$ cat config.mk
export PLATFORM = sky130hd
export DESIGN_NAME = spi_sensor_responder_flat
export DESIGN_NICKNAME = d
export VERILOG_FILES = /design/src/rtl/spi_sensor_responder_pkg.sv /design/src/rtl/spi_sensor_responder_if.sv /design/src/rtl/spi_sync_edge.sv /design/src/rtl/spi_sensor_responder.sv /design/src/flat_wrapper.sv
export SDC_FILE = /design/constraint.sdc
export NUM_CORES = 1
export LEC_CHECK = 0
export BUFFER_PORTS_ARGS = -buffer_cell sky130_fd_sc_hd__buf_4
export CAP_MARGIN = 20
export CELL_PAD_IN_SITES_DETAIL_PLACEMENT = 0
export CELL_PAD_IN_SITES_GLOBAL_PLACEMENT = 2
export CORE_MARGIN = 2
export CORE_UTILIZATION = 34
export DETAILED_ROUTE_END_ITERATION = 12
export PLACE_DENSITY_LB_ADDON = 0.1
export SLEW_MARGIN = 0
export SYNTH_ARGS = -nofsm -noshare
export SYNTH_HDL_FRONTEND = slang
export SYNTH_SLANG_ARGS = --single-unit
$ cat constraint.sdc
create_clock -name clk -period 2.3 [get_ports clk]
set_input_delay 0.23 -clock clk [delete_from_list [all_inputs] [get_ports clk]]
set_output_delay 0.23 -clock clk [all_outputs]
set_load 0.02 [all_outputs]
$ cat src/rtl/spi_sensor_responder_pkg.sv
// Shared definitions for the SPI sensor responder: register map, reset constants, FSM states.
package spi_sensor_responder_pkg;

    localparam logic [6:0] AddrDevid    = 7'h00;
    localparam logic [6:0] AddrStatus   = 7'h04;
    localparam logic [6:0] AddrTemp2    = 7'h06;
    localparam logic [6:0] AddrTemp1    = 7'h07;
    localparam logic [6:0] AddrXdata3   = 7'h08;
    localparam logic [6:0] AddrXdata2   = 7'h09;
    localparam logic [6:0] AddrXdata1   = 7'h0A;
    localparam logic [6:0] AddrYdata3   = 7'h0B;
    localparam logic [6:0] AddrYdata2   = 7'h0C;
    localparam logic [6:0] AddrYdata1   = 7'h0D;
    localparam logic [6:0] AddrZdata3   = 7'h0E;
    localparam logic [6:0] AddrZdata2   = 7'h0F;
    localparam logic [6:0] AddrZdata1   = 7'h10;
    localparam logic [6:0] AddrFilter   = 7'h28;
    localparam logic [6:0] AddrPowerCtl = 7'h2D;

    localparam logic [7:0] DevidValue    = 8'hAD;
    localparam logic [7:0] PowerCtlReset = 8'h01;

    typedef enum logic [1:0] {
        StIdle,
        StCmd,
        StData
    } spi_state_e;

    typedef struct packed {
        logic [19:0] x;
        logic [19:0] y;
        logic [19:0] z;
        logic [11:0] temp;
    } sample_t;

    // Byte idx 0/1/2 of a 20-bit axis: [19:12], [11:4], {[3:0], 4'b0}.
    function automatic logic [7:0] axis_byte(input logic [19:0] v, input logic [1:0] idx);
        logic [7:0] b;
        case (idx)
            2'd0:    b = v[19:12];
            2'd1:    b = v[11:4];
            default: b = {v[3:0], 4'b0000};
        endcase
        return b;
    endfunction

endpackage

$ cat src/rtl/spi_sensor_responder_if.sv
// SPI pad-side bundle between the initiator (master) and the sensor responder (slave).
interface spi_sensor_responder_if;
    logic sclk;
    logic cs_n;
    logic mosi;
    logic miso;
    logic miso_oe;

    modport master (output sclk, output cs_n, output mosi, input miso, input miso_oe);
    modport slave  (input sclk, input cs_n, input mosi, output miso, output miso_oe);
endinterface

$ cat src/rtl/spi_sync_edge.sv
// Two-flop synchroniser with rise/fall detection on the synchronised level.
module spi_sync_edge #(
    parameter logic ResetVal = 1'b0
) (
    input  logic clk,
    input  logic rst,
    input  logic din,
    output logic sync,
    output logic rise,
    output logic fall
);
    logic       meta_q;
    logic       sync_q;
    logic       prev_q;
    logic [1:0] settle_q;

    always_ff @(posedge clk or negedge rst) begin
        if (!rst) begin
            meta_q   <= ResetVal;
            sync_q   <= ResetVal;
            prev_q   <= ResetVal;
            settle_q <= 2'd0;
        end else begin
            meta_q <= din;
            sync_q <= meta_q;
            prev_q <= sync_q;
            if (settle_q != 2'd3) settle_q <= settle_q + 2'd1;
        end
    end

    // Edges are suppressed until the chain holds real pin samples, so a pin
    // already low at reset release is not mistaken for a falling edge.
    assign sync = sync_q;
    assign rise = (settle_q == 2'd3) && sync_q && !prev_q;
    assign fall = (settle_q == 2'd3) && !sync_q && prev_q;

endmodule

$ cat src/rtl/spi_sensor_responder.sv
// SPI mode-0 responder emulating the accelerometer register file.
// Define SPI_RESP_SHADOW_EN to serve 0x06-0x10 from a snapshot taken when 0x08 is read.
module spi_sensor_responder
    import spi_sensor_responder_pkg::*;
(
    input  logic                  clk,
    input  logic                  rst,
    spi_sensor_responder_if.slave spi,
    input  logic                  sample_valid,
    input  logic [19:0]           x_in,
    input  logic [19:0]           y_in,
    input  logic [19:0]           z_in,
    input  logic [11:0]           temp_in,
    output logic [7:0]            filter_cfg,
    output logic [7:0]            power_ctl
);
    logic sclk_rise, sclk_fall, unused_sclk_sync;
    logic cs_sync, cs_rise, cs_fall;
    logic mosi_meta_q, mosi_sync_q;

    spi_state_e state_q, state_d;
    logic [2:0] bit_cnt_q, bit_cnt_d;
    logic [6:0] rx_q, rx_d, addr_q, addr_d, rd_addr;
    logic [7:0] tx_q, tx_d, filter_q, filter_d, power_q, power_d, rd_byte, rx_byte;
    logic       rnw_q, rnw_d, miso_q, miso_d, oe_q, data_rdy_q, data_rdy_d;
    logic       rd_load, rd_x08, capture;
    sample_t    live_q, rd_sample;

    spi_sync_edge #(.ResetVal(1'b0)) u_sclk_sync (
        .clk (clk),
        .rst (rst),
        .din (spi.sclk),
        .sync(unused_sclk_sync),
        .rise(sclk_rise),
        .fall(sclk_fall)
    );

    spi_sync_edge #(.ResetVal(1'b1)) u_cs_sync (
        .clk (clk),
        .rst (rst),
        .din (spi.cs_n),
        .sync(cs_sync),
        .rise(cs_rise),
        .fall(cs_fall)
    );

    assign rx_byte = {rx_q, mosi_sync_q};
    assign rd_addr = (state_q == StCmd) ? rx_q : addr_q + 7'd1;
    assign rd_load = sclk_rise && (bit_cnt_q == 3'd7) &&
                     (((state_q == StCmd) && mosi_sync_q) || ((state_q == StData) && rnw_q));
    assign rd_x08  = rd_load && (rd_addr == AddrXdata3);
    assign capture = sample_valid && !power_q[0];

`ifdef SPI_RESP_SHADOW_EN
    sample_t shadow_q;

    always_ff @(posedge clk or negedge rst) begin
        if (!rst) shadow_q <= '0;
        else if (rd_x08) shadow_q <= live_q;
    end

    // The 0x08 byte is read in the same cycle the snapshot is taken.
    assign rd_sample = (rd_addr == AddrXdata3) ? live_q : shadow_q;
`else
    assign rd_sample = live_q;
`endif

    always_comb begin
        rd_byte = 8'h00;
        case (rd_addr)
            AddrDevid:    rd_byte = DevidValue;
            AddrStatus:   rd_byte = {7'b0, data_rdy_q};
            AddrTemp2:    rd_byte = {4'b0, rd_sample.temp[11:8]};
            AddrTemp1:    rd_byte = rd_sample.temp[7:0];
            AddrXdata3:   rd_byte = axis_byte(rd_sample.x, 2'd0);
            AddrXdata2:   rd_byte = axis_byte(rd_sample.x, 2'd1);
            AddrXdata1:   rd_byte = axis_byte(rd_sample.x, 2'd2);
            AddrYdata3:   rd_byte = axis_byte(rd_sample.y, 2'd0);
            AddrYdata2:   rd_byte = axis_byte(rd_sample.y, 2'd1);
            AddrYdata1:   rd_byte = axis_byte(rd_sample.y, 2'd2);
            AddrZdata3:   rd_byte = axis_byte(rd_sample.z, 2'd0);
            AddrZdata2:   rd_byte = axis_byte(rd_sample.z, 2'd1);
            AddrZdata1:   rd_byte = axis_byte(rd_sample.z, 2'd2);
            AddrFilter:   rd_byte = filter_q;
            AddrPowerCtl: rd_byte = power_q;
            default:      rd_byte = 8'h00;
        endcase
    end

    always_comb begin
        state_d   = state_q;
        bit_cnt_d = bit_cnt_q;
        rx_d      = rx_q;
        addr_d    = addr_q;
        rnw_d     = rnw_q;
        tx_d      = tx_q;
        miso_d    = miso_q;
        filter_d  = filter_q;
        power_d   = power_q;
        unique case (state_q)
            StIdle: begin
                miso_d = 1'b0;
                if (cs_fall) begin
                    state_d   = StCmd;
                    bit_cnt_d = 3'd0;
                end
            end
            StCmd: begin
                miso_d = 1'b0;
                if (sclk_rise) begin
                    rx_d      = rx_byte[6:0];
                    bit_cnt_d = bit_cnt_q + 3'd1;
                    if (bit_cnt_q == 3'd7) begin
                        addr_d  = rx_q;
                        rnw_d   = mosi_sync_q;
                        tx_d    = mosi_sync_q ? rd_byte : 8'h00;
                        state_d = StData;
                    end
                end
            end
            StData: begin
                if (sclk_rise) begin
                    rx_d      = rx_byte[6:0];
                    bit_cnt_d = bit_cnt_q + 3'd1;
                    if (bit_cnt_q == 3'd7) begin
                        addr_d = addr_q + 7'd1;
                        if (rnw_q) begin
                            tx_d = rd_byte;
                        end else if (addr_q == AddrFilter) begin
                            filter_d = rx_byte;
                        end else if (addr_q == AddrPowerCtl) begin
                            power_d = rx_byte;
                        end
                    end
                end
                if (sclk_fall) begin
                    miso_d = tx_q[7];
                    tx_d   = {tx_q[6:0], 1'b0};
                end
            end
            default: state_d = StIdle;
        endcase
        if (cs_rise) state_d = StIdle;
    end

    // A set in the same cycle as the 0x08 read clear wins.
    assign data_rdy_d = capture || (data_rdy_q && !rd_x08);

    always_ff @(posedge clk or negedge rst) begin
        if (!rst) begin
            mosi_meta_q <= 1'b0;
            mosi_sync_q <= 1'b0;
            state_q     <= StIdle;
            bit_cnt_q   <= 3'd0;
            rx_q        <= 7'd0;
            addr_q      <= 7'd0;
            rnw_q       <= 1'b0;
            tx_q        <= 8'h00;
            miso_q      <= 1'b0;
            oe_q        <= 1'b0;
            filter_q    <= 8'h00;
            power_q     <= PowerCtlReset;
            data_rdy_q  <= 1'b0;
            live_q      <= '0;
        end else begin
            mosi_meta_q <= spi.mosi;
            mosi_sync_q <= mosi_meta_q;
            state_q     <= state_d;
            bit_cnt_q   <= bit_cnt_d;
            rx_q        <= rx_d;
            addr_q      <= addr_d;
            rnw_q       <= rnw_d;
            tx_q        <= tx_d;
            miso_q      <= miso_d;
            oe_q        <= !cs_sync;
            filter_q    <= filter_d;
            power_q     <= power_d;
            data_rdy_q  <= data_rdy_d;
            if (capture) live_q <= {x_in, y_in, z_in, temp_in};
        end
    end

    assign spi.miso    = miso_q;
    assign spi.miso_oe = oe_q;
    assign filter_cfg  = filter_q;
    assign power_ctl   = power_q;

endmodule

$ cat src/flat_wrapper.sv
// flat-port wrapper written by rule: the top's interface ports become plain ports
module spi_sensor_responder_flat import spi_sensor_responder_pkg::*;
  (clk, rst, sample_valid, x_in, y_in, z_in, temp_in, filter_cfg, power_ctl, spi_sclk, spi_cs_n, spi_mosi, spi_miso, spi_miso_oe);
  spi_sensor_responder_if spi_i ();
  input  logic clk;
  input  logic rst;
  input  logic sample_valid;
  input  logic [19:0] x_in;
  input  logic [19:0] y_in;
  input  logic [19:0] z_in;
  input  logic [11:0] temp_in;
  output logic [7:0] filter_cfg;
  output logic [7:0] power_ctl;
  input wire logic [$bits(spi_i.sclk)-1:0] spi_sclk;
  input wire logic [$bits(spi_i.cs_n)-1:0] spi_cs_n;
  input wire logic [$bits(spi_i.mosi)-1:0] spi_mosi;
  output wire logic [$bits(spi_i.miso)-1:0] spi_miso;
  output wire logic [$bits(spi_i.miso_oe)-1:0] spi_miso_oe;
  assign spi_i.sclk = spi_sclk;
  assign spi_i.cs_n = spi_cs_n;
  assign spi_i.mosi = spi_mosi;
  assign spi_miso = spi_i.miso;
  assign spi_miso_oe = spi_i.miso_oe;
  spi_sensor_responder u_core (.clk(clk), .rst(rst), .spi(spi_i), .sample_valid(sample_valid), .x_in(x_in), .y_in(y_in), .z_in(z_in), .temp_in(temp_in), .filter_cfg(filter_cfg), .power_ctl(power_ctl));
endmodule
==> key figures <==
Global routing
  – Initial antenna violation count: 0
  – All-Layer GR Usage: 19.6%
  – GRT overflow: 0
  – Global-route wire length before repair: 30.4 mm
  – Vias in the first global route: between 5,000 and 6,000
  – Pin count of the biggest net entering global routing: 74

Run status
  – Failing checks: negative setup slack
  – Outcome: complete, but fails checks

Power
  – Clk pwr share: 23.6%
  – Combinational group share of total power: 50.4%
  – P_int: just over 7000 µW
  – Fraction of power consumed by sequential logic: 26.0%
  – Net Sw Frac: around 38%
  – PwrDens: 1270 mW/mm²
  – VDD IR max: 545 µV
  – NetSw: between 4000 and 5000 µW
  – Leakage: 0.00412 µW

Hold path
  – HP Start: y_in[2]
  – Min-Delay Path Class: primary input to flip-flop
  – Min-Delay Endpoint: u_core.live_q[34]
  – Hold Path Stages: 2

CTS
  – Clock Pin Slew Worst Setup and Hold Paths: roughly 60 ps
  – Root Buffer: clkbuf_16
  – CTS Buf Count: 17
  – Clock sinks: 131
  – H-Tree Depth: 4
  – Clk buf depth: 2
  – Worst-skew pair later-pin latency: 420 ps
  – CTS tree: done

Synth
  – Synth Warn #: 0
  – Primary FF master, synth: dfrtp_1
  – Sequential area share after synthesis: 50.2%
  – Synthesized area: 0.00655 mm²
  – Syn Nets: 660
  – EDFF count, synth: 0
  – Post-synthesis cell type count: 75
  – Cells after synthesis: 570
  – Fraction of registers with async set/reset: 100%
  – Post-synthesis area per instance: around 11 µm²
  – #FFs+latches synth: 131

Cells and area
  – Multi-input logic area: 0.00335 mm²
  – Layout overhead on the synthesized area: 40.5%
  – Final core utilization: 49.0%
  – Register area: between 0.003 and 0.004 mm²
  – Fraction of layout cells with a size suffix above 1: a little over half
  – Final design area excluding fillers: 0.00920 mm²
  – Nets: 843
  – Fillcell total: 1,728
  – Antenna cells: 0

STA
  – Fin crit period: between 2000 and 2500 ps
  – Tcrit/Tclk final: 106%
  – Slew margin rel.: 62.3%
  – Highest Clock Rate: approximately 410 MHz
  – Setup TNS: -644 ps
  – Clock skew: 6.86 ps
  – Final hold viol count: 0
  – Setup-failing EPs final: 8
  – Slew Limit Fails: 0
  – WHS: 34.8 ps
  – Setup ws final: -128 ps
  – RSZ-0062 raised after global routing: yes
  – Tightest Pin Transition: 561 ps

Placement
  – DP Area: about 0.008 mm²
  – Final GP Congestion: ~0.85
  – Port Buffers: 95
  – DP Wirelength: 14.5 mm

Setup path
  – R2R Setup Slk: -130 ps
  – Crit path kind: flip-flop to flip-flop
  – WP data required: 2650 ps
  – Reg-to-reg startpoint: u_core.addr_q[0]
  – Startpoint types: flip-flop
  – Crit end category: flip-flop
  – R2R depth: 10
  – Worst Path Arrival: 2770 ps
  – R2R Path End: u_core.tx_q[2]
  – Max FO, Critical Path: 8

Die
  – Die H: 143 µm
  – DIE WIDTH: 143 µm
  – CORE AREA: 0.0188 mm²
  – Die area: 0.0204 mm²
  – Initial core utilization: 34.9%
  – Core Rows: 50
  – Number of top-level pins: 96

Route
  – Via count: 5,183
  – Vias per cell: 5.18
  – DRC Markers: 0
  – Wire length per cell: 19.0 µm
  – Initial DRT Pass Iterations: 4
  – 1st-iter DRT viols: roughly 240
  – Routed wire length: 19.0 mm
  – DRT antenna net count: 0

Flow run
  – Max-cap violations: 0
## worst max path at each step
stage	from	endpoint
3_5_place_dp	u_core.addr_q[0]	u_core.tx_q[2]
4_1_cts	u_core.addr_q[0]	u_core.tx_q[0]
6_report	u_core.addr_q[0]	u_core.tx_q[2]
2_1_floorplan	u_core.addr_q[1]	u_core.tx_q[2]
3_3_place_gp	u_core.addr_q[1]	u_core.tx_q[2]
5_1_grt	u_core.addr_q[1]	u_core.tx_q[2]
## stage by stage
stage	instances	total power (µW)	setup WS, ps
after floorplan	570	6040	-132
after global placement	954	8120	-228
after detailed placement	954	8210	-308
after CTS	997	11600	-157
after global routing	1000	12400	-237
final	1000	11600	-128
## registers in the layout, summed over array words and instances (netlist names), 2 cells and up
register / cells
u_core.tx_q: 8
u_core.addr_q: 7
u_core.u_cs_sync.settle_q: 2
u_core.live_q: 72
u_core.filter_cfg: 8
u_core.rx_q: 7
u_core.bit_cnt_q: 3
u_core.u_sclk_sync.settle_q: 2
u_core.state_q: 2
u_core.power_ctl: 8
## repair_timing
action | CTS | global route
setup buffers | 8 | 2
gates cloned | 0 | 1
setup endpoints to repair | 14 | 14
hold buffers | 4 | 0
pin swaps | 21 | 11
hold endpoints to repair | 38 | 0
gates resized for setup | 43 | 8
## cell usage in the layout (no fill, tap or decap), types with 3 or more instances in the layout
master,instances
nand2b_1,5
nand2_1,48
o22a_1,7
o21ai_0,14
clkbuf_16,18
dlygate4sd3_1,4
buf_4,185
a31oi_1,12
nor3_4,4
a22oi_1,6
a21oi_1,15
ha_1,9
clkinvlp_4,3
nor2_1,29
nor3_1,3
nand3_1,22
and3_2,3
a22o_1,5
mux2_2,99
nand4_1,4
and4_4,3
buf_12,5
inv_6,6
mux2i_1,4
dfrtp_2,3
a32oi_1,6
ha_4,3
inv_1,12
dfstp_2,4
and3_1,4
a221oi_1,3
dfrtp_1,124
and2_4,5
buf_6,6
## final cells by class
class                           instances  share of cell area, %
Multi-Input combinational cell        388                   36.4
Sequential cell                       131                   35.7
Timing Repair Buffer                  201                   17.6
Clock buffer                           17                   4.63
Tap cell                              234                   3.18
Clock inverter                         15                   1.86
Inverter                               14                  0.571
## cell usage after synthesis (all sizes together), types with 7 or more instances
cell	instances	area, µm²
ha	12	150
and3	9	61.3
a21oi	16	80.1
nand3	22	110
buf	14	87.6
inv	14	52.6
a31oi	13	81.3
o21ai	17	88.8
nor3	8	61.3
and2	7	48.8
dfrtp	127	3180
a22oi	8	60.1
clkbuf	23	87.6
mux2	101	1140
o22a	8	71.3
nand2	49	184
nor2	29	109
## worst max-delay path: stages (launching register included)
cell and delay (ps):
dfrtp_2 450, ha_4 210, and4_4 180, xor2_1 140, o31a_2 360, o21ai_4 180, and3_4 230, o31ai_4 80
buf_6 150, a41o_1 230, a31oi_1 170
## logic make-up after synthesis
logic type      synth area share [%]
compound gates                  13.7
xor+xnor                       0.669
fa+ha+maj                       2.29
buf+inv                         3.48
flops                           50.2
mux                             18.2
simple gates                    11.5
## metal layers
layer	routed length [µm]	track usage (%)	vias to the layer above
met5	0	0	-
met4	259	5.11	0
met3	818	4.73	16
li1	-	-	2474
met1	9070	27.3	2591
met2	8830	30.7	102
## power groups by stage
stage	Combinational (µW)	Clock (µW)	Sequential (µW)
2_1_floorplan	3170	0	2870
3_3_place_gp	5100	0	3020
3_5_place_dp	5180	0	3030
4_1_cts	5740	2820	3010
5_1_grt	6380	2930	3070
6_report	5870	2750	3020
(Power assumes the default switching activity.)
